==> src/rtl/if_stage_pkg.sv <==
// Shared types for the instruction-fetch stage: reset vector, bus size codes
// and the layout of one instruction-buffer entry.
package if_stage_pkg;

    localparam logic [31:0] RESET_PC_DEFAULT = 32'hBFC0_0000;

    typedef enum logic [1:0] {
        SIZE_BYTE = 2'b00,
        SIZE_HALF = 2'b01,
        SIZE_WORD = 2'b10
    } inst_size_e;

    typedef struct packed {
        logic [31:0] pc;
        logic [31:0] inst;
        logic        adel;
    } fetch_entry_t;

    function automatic logic pc_aligned(input logic [31:0] pc);
        return pc[1:0] == 2'b00;
    endfunction

endpackage

==> src/rtl/if_stage_if.sv <==
// SRAM-like instruction bus between the fetch stage (master) and the
// instruction memory (slave).
interface if_stage_if;

    logic        inst_req;
    logic        inst_wr;
    logic [1:0]  inst_size;
    logic [31:0] inst_addr;
    logic [31:0] inst_wdata;
    logic [31:0] inst_rdata;
    logic        inst_addr_ok;
    logic        inst_data_ok;

    modport master (
        output inst_req, inst_wr, inst_size, inst_addr, inst_wdata,
        input  inst_rdata, inst_addr_ok, inst_data_ok
    );

    modport slave (
        input  inst_req, inst_wr, inst_size, inst_addr, inst_wdata,
        output inst_rdata, inst_addr_ok, inst_data_ok
    );

endinterface

==> src/rtl/if_stage_fifo.sv <==
// Small synchronous instruction buffer with flush; entry storage is not reset,
// only the pointers and occupancy count are.
module fetch_fifo
    import if_stage_pkg::*;
#(
    parameter  int DEPTH = 2,
    localparam int PTR_W = (DEPTH > 1) ? $clog2(DEPTH) : 1,
    localparam int CNT_W = $clog2(DEPTH + 1)
) (
    input  logic             clk,
    input  logic             rst,
    input  logic             flush,
    input  logic             push,
    input  fetch_entry_t     push_data,
    input  logic             pop,
    output fetch_entry_t     head,
    output logic [CNT_W-1:0] count
);

    fetch_entry_t     mem [DEPTH];
    logic [PTR_W-1:0] wr_ptr;
    logic [PTR_W-1:0] rd_ptr;
    logic             do_push;
    logic             do_pop;

    function automatic logic [PTR_W-1:0] next_ptr(input logic [PTR_W-1:0] p);
        return (p == PTR_W'(DEPTH - 1)) ? '0 : p + PTR_W'(1);
    endfunction

    assign do_pop  = pop && (count != '0);
    assign do_push = push && ((count != CNT_W'(DEPTH)) || do_pop);
    assign head    = mem[rd_ptr];

    always_ff @(posedge clk) begin
        if (rst || flush) begin
            wr_ptr <= '0;
            rd_ptr <= '0;
            count  <= '0;
        end else begin
            if (do_push) wr_ptr <= next_ptr(wr_ptr);
            if (do_pop)  rd_ptr <= next_ptr(rd_ptr);
            case ({do_push, do_pop})
                2'b10:   count <= count + CNT_W'(1);
                2'b01:   count <= count - CNT_W'(1);
                default: count <= count;
            endcase
        end
    end

    always_ff @(posedge clk) begin
        if (do_push) mem[wr_ptr] <= push_data;
    end

endmodule

==> src/rtl/if_stage.sv <==
// Instruction fetch stage: issues one SRAM-like request at a time, buffers
// responses in a 2-entry FIFO for decode, and handles redirects and
// misaligned fetch PCs.
module if_stage
    import if_stage_pkg::*;
#(
    parameter logic [31:0] RESET_PC   = RESET_PC_DEFAULT,
    parameter int          FIFO_DEPTH = 2
) (
    input  logic        clk,
    input  logic        rst,
    if_stage_if.master  bus,
    input  logic        redirect_valid,
    input  logic [31:0] redirect_pc,
    output logic        if_valid,
    output logic [31:0] if_pc,
    output logic [31:0] if_inst,
    output logic        if_adel,
    input  logic        id_ready
);

    localparam int CNT_W = $clog2(FIFO_DEPTH + 1);

    logic [31:0]      pc_p0;
    logic             vld_p1;
    logic             drop_p1;
    logic [31:0]      pc_p1;
    logic             halt;
    logic [CNT_W-1:0] fifo_count;
    fetch_entry_t     fifo_head;
    fetch_entry_t     push_entry;
    logic             buf_room;
    logic             issue_ok;
    logic             accept;
    logic             resp_valid;
    logic             resp_keep;
    logic             adel_push;
    logic             fifo_push;
    logic             fifo_pop;

    // Request gating uses registered state only, so bus handshakes and
    // id_ready never loop back into inst_req.
    assign buf_room       = fifo_count <= CNT_W'(1);
    assign issue_ok       = !vld_p1 && buf_room && !halt && pc_aligned(pc_p0);
    assign bus.inst_req   = issue_ok && !redirect_valid && !rst;
    assign bus.inst_wr    = 1'b0;
    assign bus.inst_size  = SIZE_WORD;
    assign bus.inst_addr  = pc_p0;
    assign bus.inst_wdata = '0;

    assign accept     = bus.inst_req && bus.inst_addr_ok;
    assign resp_valid = bus.inst_data_ok && (vld_p1 || accept);
    assign resp_keep  = resp_valid && !(vld_p1 && drop_p1) && !redirect_valid;
    assign adel_push  = !pc_aligned(pc_p0) && !halt && !vld_p1 && buf_room && !redirect_valid;
    assign fifo_push  = resp_keep || adel_push;
    assign fifo_pop   = if_valid && id_ready;

    // A same-cycle response belongs to the request at pc_p0; a later one to pc_p1.
    always_comb begin
        push_entry.pc   = vld_p1 ? pc_p1 : pc_p0;
        push_entry.inst = adel_push ? '0 : bus.inst_rdata;
        push_entry.adel = adel_push;
    end

    fetch_fifo #(
        .DEPTH (FIFO_DEPTH)
    ) u_fifo (
        .clk       (clk),
        .rst       (rst),
        .flush     (redirect_valid),
        .push      (fifo_push),
        .push_data (push_entry),
        .pop       (fifo_pop),
        .head      (fifo_head),
        .count     (fifo_count)
    );

    assign if_valid = !rst && (fifo_count != '0);
    assign if_pc    = if_valid ? fifo_head.pc   : '0;
    assign if_inst  = if_valid ? fifo_head.inst : '0;
    assign if_adel  = if_valid && fifo_head.adel;

    // p0 -> p1: fetch PC advances on acceptance, request tracked until its data returns
    always_ff @(posedge clk) begin
        if (rst) begin
            pc_p0   <= RESET_PC;
            vld_p1  <= 1'b0;
            drop_p1 <= 1'b0;
            halt    <= 1'b0;
        end else begin
            if (redirect_valid) begin
                pc_p0 <= redirect_pc;
                halt  <= 1'b0;
            end else begin
                if (accept)    pc_p0 <= pc_p0 + 32'd4;
                if (adel_push) halt  <= 1'b1;
            end

            if (accept && !bus.inst_data_ok) vld_p1 <= 1'b1;
            else if (vld_p1 && bus.inst_data_ok) vld_p1 <= 1'b0;

            if (redirect_valid && vld_p1 && !bus.inst_data_ok) drop_p1 <= 1'b1;
            else if (vld_p1 && bus.inst_data_ok) drop_p1 <= 1'b0;
        end
    end

    always_ff @(posedge clk) begin
        if (accept) pc_p1 <= pc_p0;
    end

endmodule

==> src/flat_wrapper.sv <==
// flat-port wrapper written by rule: the top's interface ports become plain ports
module if_stage_flat import if_stage_pkg::*;
#(
    parameter logic [31:0] RESET_PC   = RESET_PC_DEFAULT,
    parameter int          FIFO_DEPTH = 2
)
  (clk, rst, redirect_valid, redirect_pc, if_valid, if_pc, if_inst, if_adel, id_ready, bus_inst_req, bus_inst_wr, bus_inst_size, bus_inst_addr, bus_inst_wdata, bus_inst_rdata, bus_inst_addr_ok, bus_inst_data_ok);
  if_stage_if bus_i ();
  input  logic clk;
  input  logic rst;
  input  logic redirect_valid;
  input  logic [31:0] redirect_pc;
  output logic if_valid;
  output logic [31:0] if_pc;
  output logic [31:0] if_inst;
  output logic if_adel;
  input  logic id_ready;
  output wire logic [$bits(bus_i.inst_req)-1:0] bus_inst_req;
  output wire logic [$bits(bus_i.inst_wr)-1:0] bus_inst_wr;
  output wire logic [$bits(bus_i.inst_size)-1:0] bus_inst_size;
  output wire logic [$bits(bus_i.inst_addr)-1:0] bus_inst_addr;
  output wire logic [$bits(bus_i.inst_wdata)-1:0] bus_inst_wdata;
  input wire logic [$bits(bus_i.inst_rdata)-1:0] bus_inst_rdata;
  input wire logic [$bits(bus_i.inst_addr_ok)-1:0] bus_inst_addr_ok;
  input wire logic [$bits(bus_i.inst_data_ok)-1:0] bus_inst_data_ok;
  assign bus_inst_req = bus_i.inst_req;
  assign bus_inst_wr = bus_i.inst_wr;
  assign bus_inst_size = bus_i.inst_size;
  assign bus_inst_addr = bus_i.inst_addr;
  assign bus_inst_wdata = bus_i.inst_wdata;
  assign bus_i.inst_rdata = bus_inst_rdata;
  assign bus_i.inst_addr_ok = bus_inst_addr_ok;
  assign bus_i.inst_data_ok = bus_inst_data_ok;
  if_stage #(.RESET_PC(RESET_PC), .FIFO_DEPTH(FIFO_DEPTH)) u_core (.clk(clk), .rst(rst), .bus(bus_i), .redirect_valid(redirect_valid), .redirect_pc(redirect_pc), .if_valid(if_valid), .if_pc(if_pc), .if_inst(if_inst), .if_adel(if_adel), .id_ready(id_ready));
endmodule
==> config.mk <==
export PLATFORM = sky130hd
export DESIGN_NAME = if_stage_flat
export DESIGN_NICKNAME = d
export VERILOG_FILES = /design/src/rtl/if_stage_pkg.sv /design/src/rtl/if_stage_if.sv /design/src/rtl/if_stage_fifo.sv /design/src/rtl/if_stage.sv /design/src/flat_wrapper.sv
export SDC_FILE = /design/constraint.sdc
export NUM_CORES = 1
export LEC_CHECK = 0
export BUFFER_PORTS_ARGS = -buffer_cell sky130_fd_sc_hd__buf_2
export CAP_MARGIN = 0
export CELL_PAD_IN_SITES_DETAIL_PLACEMENT = 0
export CELL_PAD_IN_SITES_GLOBAL_PLACEMENT = 1
export CORE_UTILIZATION = 25
export DETAILED_ROUTE_END_ITERATION = 16
export HOLD_SLACK_MARGIN = 0.1
export PLACE_DENSITY_LB_ADDON = 0.1
export RECOVER_POWER = 25
export SLEW_MARGIN = 20
export SYNTH_ARGS = -nofsm -noshare
export SYNTH_HDL_FRONTEND = slang
export SYNTH_SLANG_ARGS = --single-unit
export TNS_END_PERCENT = 30
==> constraint.sdc <==
create_clock -name clk -period 6.7 [get_ports clk]
set_clock_uncertainty 0.15 [all_clocks]
set_input_delay 0.335 -clock clk [delete_from_list [all_inputs] [get_ports clk]]
set_output_delay 0.335 -clock clk [all_outputs]
set_load 0.01 [all_outputs]
==> results of run 1 <==
## critical path, delay by kind of cell, from the launching register on
kind | cells | cell delay, ns
AOI/OAI and AO/OA | 1 | 0.16
and+or+nand+nor | 4 | 2.26
buffers and inverters | 1 | 0.67
DFF | 1 | 0.93
## repair_timing
action / CTS / global route
gates resized for setup: 0 / 0
buffers inserted: 0 / 0
hold buffers: 65 / 0
endpoints found under the hold margin: 98 / 0
## worst paths after layout
kind / slack [ns] / cells after the start / to
setup reg to reg: 2.43 / 6 / u_core.bus.inst_addr[21]
setup / recovery: 2.43 / 6 / u_core.bus.inst_addr[21]
hold / removal: 0.18 / 4 / register
hold reg to reg: 0.29 / 2 / u_core.halt
## per-layer routing
metal / up-vias / global-route usage [%] / wire length (um) / share of wire [%]
li1: 2967 / - / - / -
met1: 2945 / 17.8 / 11300 / 47
met2: 167 / 21.7 / 11300 / 47
met3: 32 / 2.45 / 1280 / 5.3
met4: 0 / 2.89 / 379 / 1.6
met5: - / 0 / 0 / 0
## layout make-up
type                            instances  share of cell area, %
Inverter                               15                  0.494
Timing Repair Buffer                  240                   13.4
Sequential cell                       202                   49.8
Tap cell                              455                   5.00
Clock inverter                         12                  0.692
Multi-Input combinational cell        447                   24.9
Clock buffer                           33                   5.76
## registers in the layout (all words and copies together), names as in the netlist, named ones only
name                  cells
u_core.u_fifo.mem       130
u_core.bus.inst_addr     32
u_core.pc_p1             32
u_core.u_fifo.count       2
u_core.drop_p1            1
u_core.halt               1
u_core.u_fifo.rd_ptr      1
u_core.u_fifo.wr_ptr      1
u_core.vld_p1             1
## cells in the final DEF, fill, tap and decap left out, types with 23 or more instances in the layout
| master | count |
|---|---|
| edfxtp_1 | 162 |
| buf_2 | 135 |
| nor2_1 | 92 |
| mux2i_1 | 69 |
| dlygate4sd3_1 | 65 |
| clkbuf_1 | 41 |
| dfxtp_1 | 39 |
| nand2_1 | 36 |
| and2_1 | 35 |
| conb_1 | 35 |
| clkbuf_16 | 25 |
| a21oi_1 | 23 |
## through the flow
stage                     worst slack, ns  instance area [um^2]
after floorplan                      1.64                  8970
after global placement               2.74                 10000
after detailed placement             2.73                 10000
after CTS                            2.78                 11400
after global routing                 1.91                 11400
final                                2.43                 11400
## power by group through the flow
stage / clock network (mW) / registers (mW) / logic, mW
after global placement: 0 / 1.49 / 0.231
after global routing: 1.33 / 1.47 / 0.281
after detailed placement: 0 / 1.49 / 0.230
after floorplan: 0 / 1.48 / 0.149
final: 1.24 / 1.46 / 0.251
after CTS: 1.28 / 1.46 / 0.261
## cell families after synthesis
kind of cell | count (synthesis)
AO/OA/AOI/OAI | 86
XOR/XNOR | 4
adder cells (fa/ha/maj) | 4
buffers and inverters | 88
flip-flops | 202
multiplexers | 96
other | 2
AND/OR/NAND/NOR | 222
==> results.md, run 1 <==
* Number of synthesized flops with an enable pin at 162
* Register share of total power at 49.5%
* Critical Path Start: u_core.vld_p1
* Min-delay src: id_ready
* Crit-path cells: or2_1, or4_1, inv_2, nand3_1, or4_1, a31oi_1
* Synth Area in Compound Gates at 6.33%
* Layout cells sized above 1 at 20.8%
* Seq/Total Area, Yosys at 64.0%
* Final Max Slew Viols at 85
* Number of placed cells counting well taps at 1293
* PwrDens at 259 nW/um^2
* Die width at 190 um
* Period Utilization, post-route at 63.8%
* Routed len/inst at 17.3 um
* Crit. End Element: register
* Area leader, netlist: edfxtp_1
* Area occupied by multi-input gates at 2840 um^2
* GPL Wtd Cong at 0.712
* Detailed Routing Iterations Pass 1 at 5
* Internal Pwr Total at 2.25 mW
* Total CTS buffers at 25
* CP Max Fanout at 44
* Outcome: complete, but fails checks
* Number of fill cells in the layout at 3596
* Worst-case clock buffer depth at 3
* Yosys warns at 0
* Setup tns final at 0 ns
* Yosys cell types at 50
* Crit Path Class: reg2reg
* Clock root buffer master: clkbuf_16
* Sink Count at 202
* CTS tree: built
* FFs w/ async S/R, synth at 0%
* Synth Area in XOR/XNOR at 0.396%
* Top-area cell type share of the netlist area at 55.0%
* Most common cell in the netlist: edfxtp_1
* Final Power at 2.95 mW
* Min cycle time layout at 4.27 ns
* Reg clk slew, reported paths at 0.06 ns
* Remaining antenna violation count after routing at 0
* Vias per cell at 4.35
* Total Routing Usage GR at 13.1%
* Total number of vias at 6111
* Failing checks: max-capacitance violations, max-slew violations
* Mapped Area at 8850 um^2
* Slowest CP cell: dfxtp_1
* FF/Latch Area at 5670 um^2
* DRT Wirelength at 24200 um
* IO Count at 204
* Clock power frac at 42.0%
* Mean Syn Cell Area at 12.6 um^2
* Row Count at 68
* Syn Inst Count at 704
* Largest net degree at the start of global routing at 66
* N_diodes at 0
* CP arrival at 4.56 ns
* # port buffers at 168
* Leakage power at 4.09 nW
* Adder-Cell Fraction of Synth Area at 0.566%
* Post-synthesis register bit count at 202
* HPWL after detailed placement at 14900 um
* Final setup fails at 0
* Layout Nets at 1005
* Critical Path RT at 6.99 ns
* Largest family of logic cells by synthesized area: simple AND/OR/NAND/NOR gates
* Initial antenna violation count at 0
* Hold Fails Final Rpt at 0
* 1st-iter DRT viols at 290
* Grt total ovfl at 0
* RSZ-0062 raised after global routing: no
* Peak Freq at 234 MHz
* Htree depth at 1
* Die Y-Extent at 190 um
* Post-synth top cells: 162 x edfxtp_1, 92 x nor2_1, 69 x mux2i_1
* FF-to-FF Start: u_core.vld_p1
* Fin cells at 1404
* Worst Tran Pin Value at 1.98 ns
* Net Sw Frac at 23.8%
* Core Area at 34700 um^2
* Logic pwr share at 8.5%
* First-pass GRT wire length at 36300 um
* Max-cap violations at 2
* Die ar. at 36100 um^2
* Slowest cell delay on critical path at 0.93 ns
* CP most frequent cell: or4_1
* Fin util at 32.8%
* Mux contribution to synthesized area at 11.2%
* Primary FF master, synth: edfxtp_1
* Area grow syn2layout at 28.7%
* Worst-Skew Late Latency at 0.52 ns
* Slew margin rel. at -32.0%
* Peak supply drop at 0.000161 V
* Vias in the first global route at 6037
* HP Class: in2reg
* DRC Markers at 0
* Simple-gate area share of the yosys netlist at 12.0%
* Switch Pwr at 701 uW
* CP Launch Type: register
* Hold WS at 0.181 ns
* Starting Density at 25.5%
* Top cells by area, synth: edfxtp_1 55%, dfxtp_1 9.0%, mux2i_1 7.8%
No activity file was read; power rests on OpenSTA's default activity.
==> run 2: changes to the inputs <==
==> constraint.sdc (replaced) <==
create_clock -name clk -period 3.78 [get_ports clk]
set_clock_uncertainty 0.15 [all_clocks]
set_input_delay 0.189 -clock clk [delete_from_list [all_inputs] [get_ports clk]]
set_output_delay 0.189 -clock clk [all_outputs]
set_load 0.01 [all_outputs]
==> results.md, run 2 (same netlist as run 1, synthesis figures left out) <==
* Peak Freq at 316 MHz
* Crit-path cells: or3b_2, or4_1, inv_2, nand3_1, or4_1, a31oi_1
* CP Max Fanout at 19
* Starting Density at 25.5%
* Slowest cell delay on critical path at 0.72 ns
* HPWL after detailed placement at 15600 um
* Initial antenna violation count at 0
* Largest register FFs at 130
* PwrDens at 448 nW/um^2
* Min cycle time layout at 3.17 ns
* Most common cell after layout, fill and taps aside: edfxtp_1
* Switch Pwr at 1.19 mW
* First-pass GRT wire length at 36300 um
* Core Area at 34700 um^2
* GPL Wtd Cong at 0.727
* FF-to-FF Start: u_core.bus.inst_addr[0]
* Logic pwr share at 8.9%
* Number of fill cells in the layout at 3574
* Setup tns final at 0 ns
* WL met2 at 11200 um
* Worst-case clock buffer depth at 3
* Routed len/inst at 17.2 um
* CP Launch Type: register
* IO Count at 204
* Net Sw Frac at 23.2%
* CTS tree: built
* Total number of vias at 6140
* Worst Tran Pin Value at 0.824 ns
* Crit Path Class: reg2reg
* Final Power at 5.14 mW
* Register share of total power at 50.3%
* Clock root buffer master: clkbuf_16
* Layout cells sized above 1 at 21.5%
* Final Max Slew Viols at 0
* Crit. End Element: register
* Largest Register: u_core.u_fifo.mem
* Vias in the first global route at 6064
* Min-delay src: bus_inst_addr_ok
* Row Count at 68
* CP most frequent cell: or4_1
* Postcts setup bufs at 0
* Peak supply drop at 0.000287 V
* Slowest CP cell: or4_1
* Leakage power at 4.13 nW
* Delay-heaviest family, CP: simple AND/OR/NAND/NOR gates
* Sink Count at 202
* Area grow syn2layout at 29.7%
* Hold Fails Final Rpt at 0
* Die Y-Extent at 190 um
* Grt total ovfl at 0
* CP Buf/Inv Count at 1
* Clock power frac at 40.8%
* 1st-iter DRT viols at 371
* RSZ-0062 raised after global routing: no
* Critical Path RT at 4.07 ns
* DRT Wirelength at 24300 um
* Layout Nets at 1015
* # port buffers at 168
* HP Class: in2reg
* Max-cap violations at 0
* Final setup fails at 0
* Met3 WL at 1150 um
* Outcome: completed
* Slew margin rel. at 44.9%
* Metal-1 WL at 11600 um
* Critical Path Start: u_core.bus.inst_addr[0]
* Remaining antenna violation count after routing at 0
* DRC Markers at 0
* Htree depth at 1
* Fin util at 33.1%
* Commonest cells after routing, fill and taps aside: 162 x edfxtp_1, 135 x buf_2, 92 x nor2_1
* Reg clk slew, reported paths at 0.06 ns
* Period Utilization, post-route at 83.8%
* Largest net degree at the start of global routing at 66
* Vias per cell at 4.34
* Detailed Routing Iterations Pass 1 at 6
* Die ar. at 36100 um^2
* N_diodes at 0
* Total CTS buffers at 25
* Top layer used by detailed routing: met4
* Die width at 190 um
* Hold buffers post-CTS at 68
* CTS resizes at 0
* Total Routing Usage GR at 13.3%
* CP arrival at 3.46 ns
* Internal Pwr Total at 3.95 mW
* Worst-Skew Late Latency at 0.51 ns
[run 2: cell types whose count changed in the layout (fill, tap and decap cells not counted), sizes merged]
cell	change
clkinvlp	-1
dlygate4sd3	+3
buf	+7
bufinv	-1
clkinv	-3
clkbuf	+5
[run 2: final timing paths]
check,endpoint,slack [ns],cells after the start
worst max register to register,u_core.bus.inst_addr[21],0.61,6
worst min register to register,u_core.halt,0.29,2
worst max-delay path,u_core.bus.inst_addr[21],0.61,6
worst min-delay path,u_core.u_fifo.wr_ptr,0.19,6
[run 2: power groups by stage]
stage	sequential (mW)	combinational (mW)	clock, mW
final	2.59	0.457	2.10
after global routing	2.60	0.511	2.27
after CTS	2.59	0.476	2.18
after detailed placement	2.63	0.419	0
after global placement	2.63	0.421	0
after floorplan	2.62	0.265	0
[run 2: worst min-delay path, cell delays in order]
cell and delay [ns]:
buf_2 0.11, nand2_1 0.06, nor4_1 0.08, a2bb2oi_1 0.18, xnor2_1 0.14, nor2_1 0.04
[run 2: through the flow]
step	setup WS, ns	area (um^2)	instances	hold WS (ns)
final	0.611	11500	1414	0.191
after floorplan	0.00895	8970	737	0.116
after global placement	0.611	10100	1301	0.295
after CTS	0.592	11500	1414	0.175
after detailed placement	0.594	10100	1301	0.288
after global routing	0.278	11500	1414	0.219
[run 2: area by class of cell]
cell class / instances / area (um^2) / share of cell area, %
clock inverter: 7 / 28.8 / 0.251
clock buffer: 38 / 684 / 5.97
multi-input combinational: 447 / 2840 / 24.8
inverter: 15 / 56.3 / 0.491
sequential: 202 / 5670 / 49.4
timing repair buffer: 250 / 1620 / 14.1
tap: 455 / 569 / 4.96
[run 2: per-layer routing]
layer  up-vias  global-route usage (%)
met2       183                    22.1
met3        24                    2.03
met4         0                    2.89
met1      2945                    18.1
met5         -                       0
li1       2988                       -
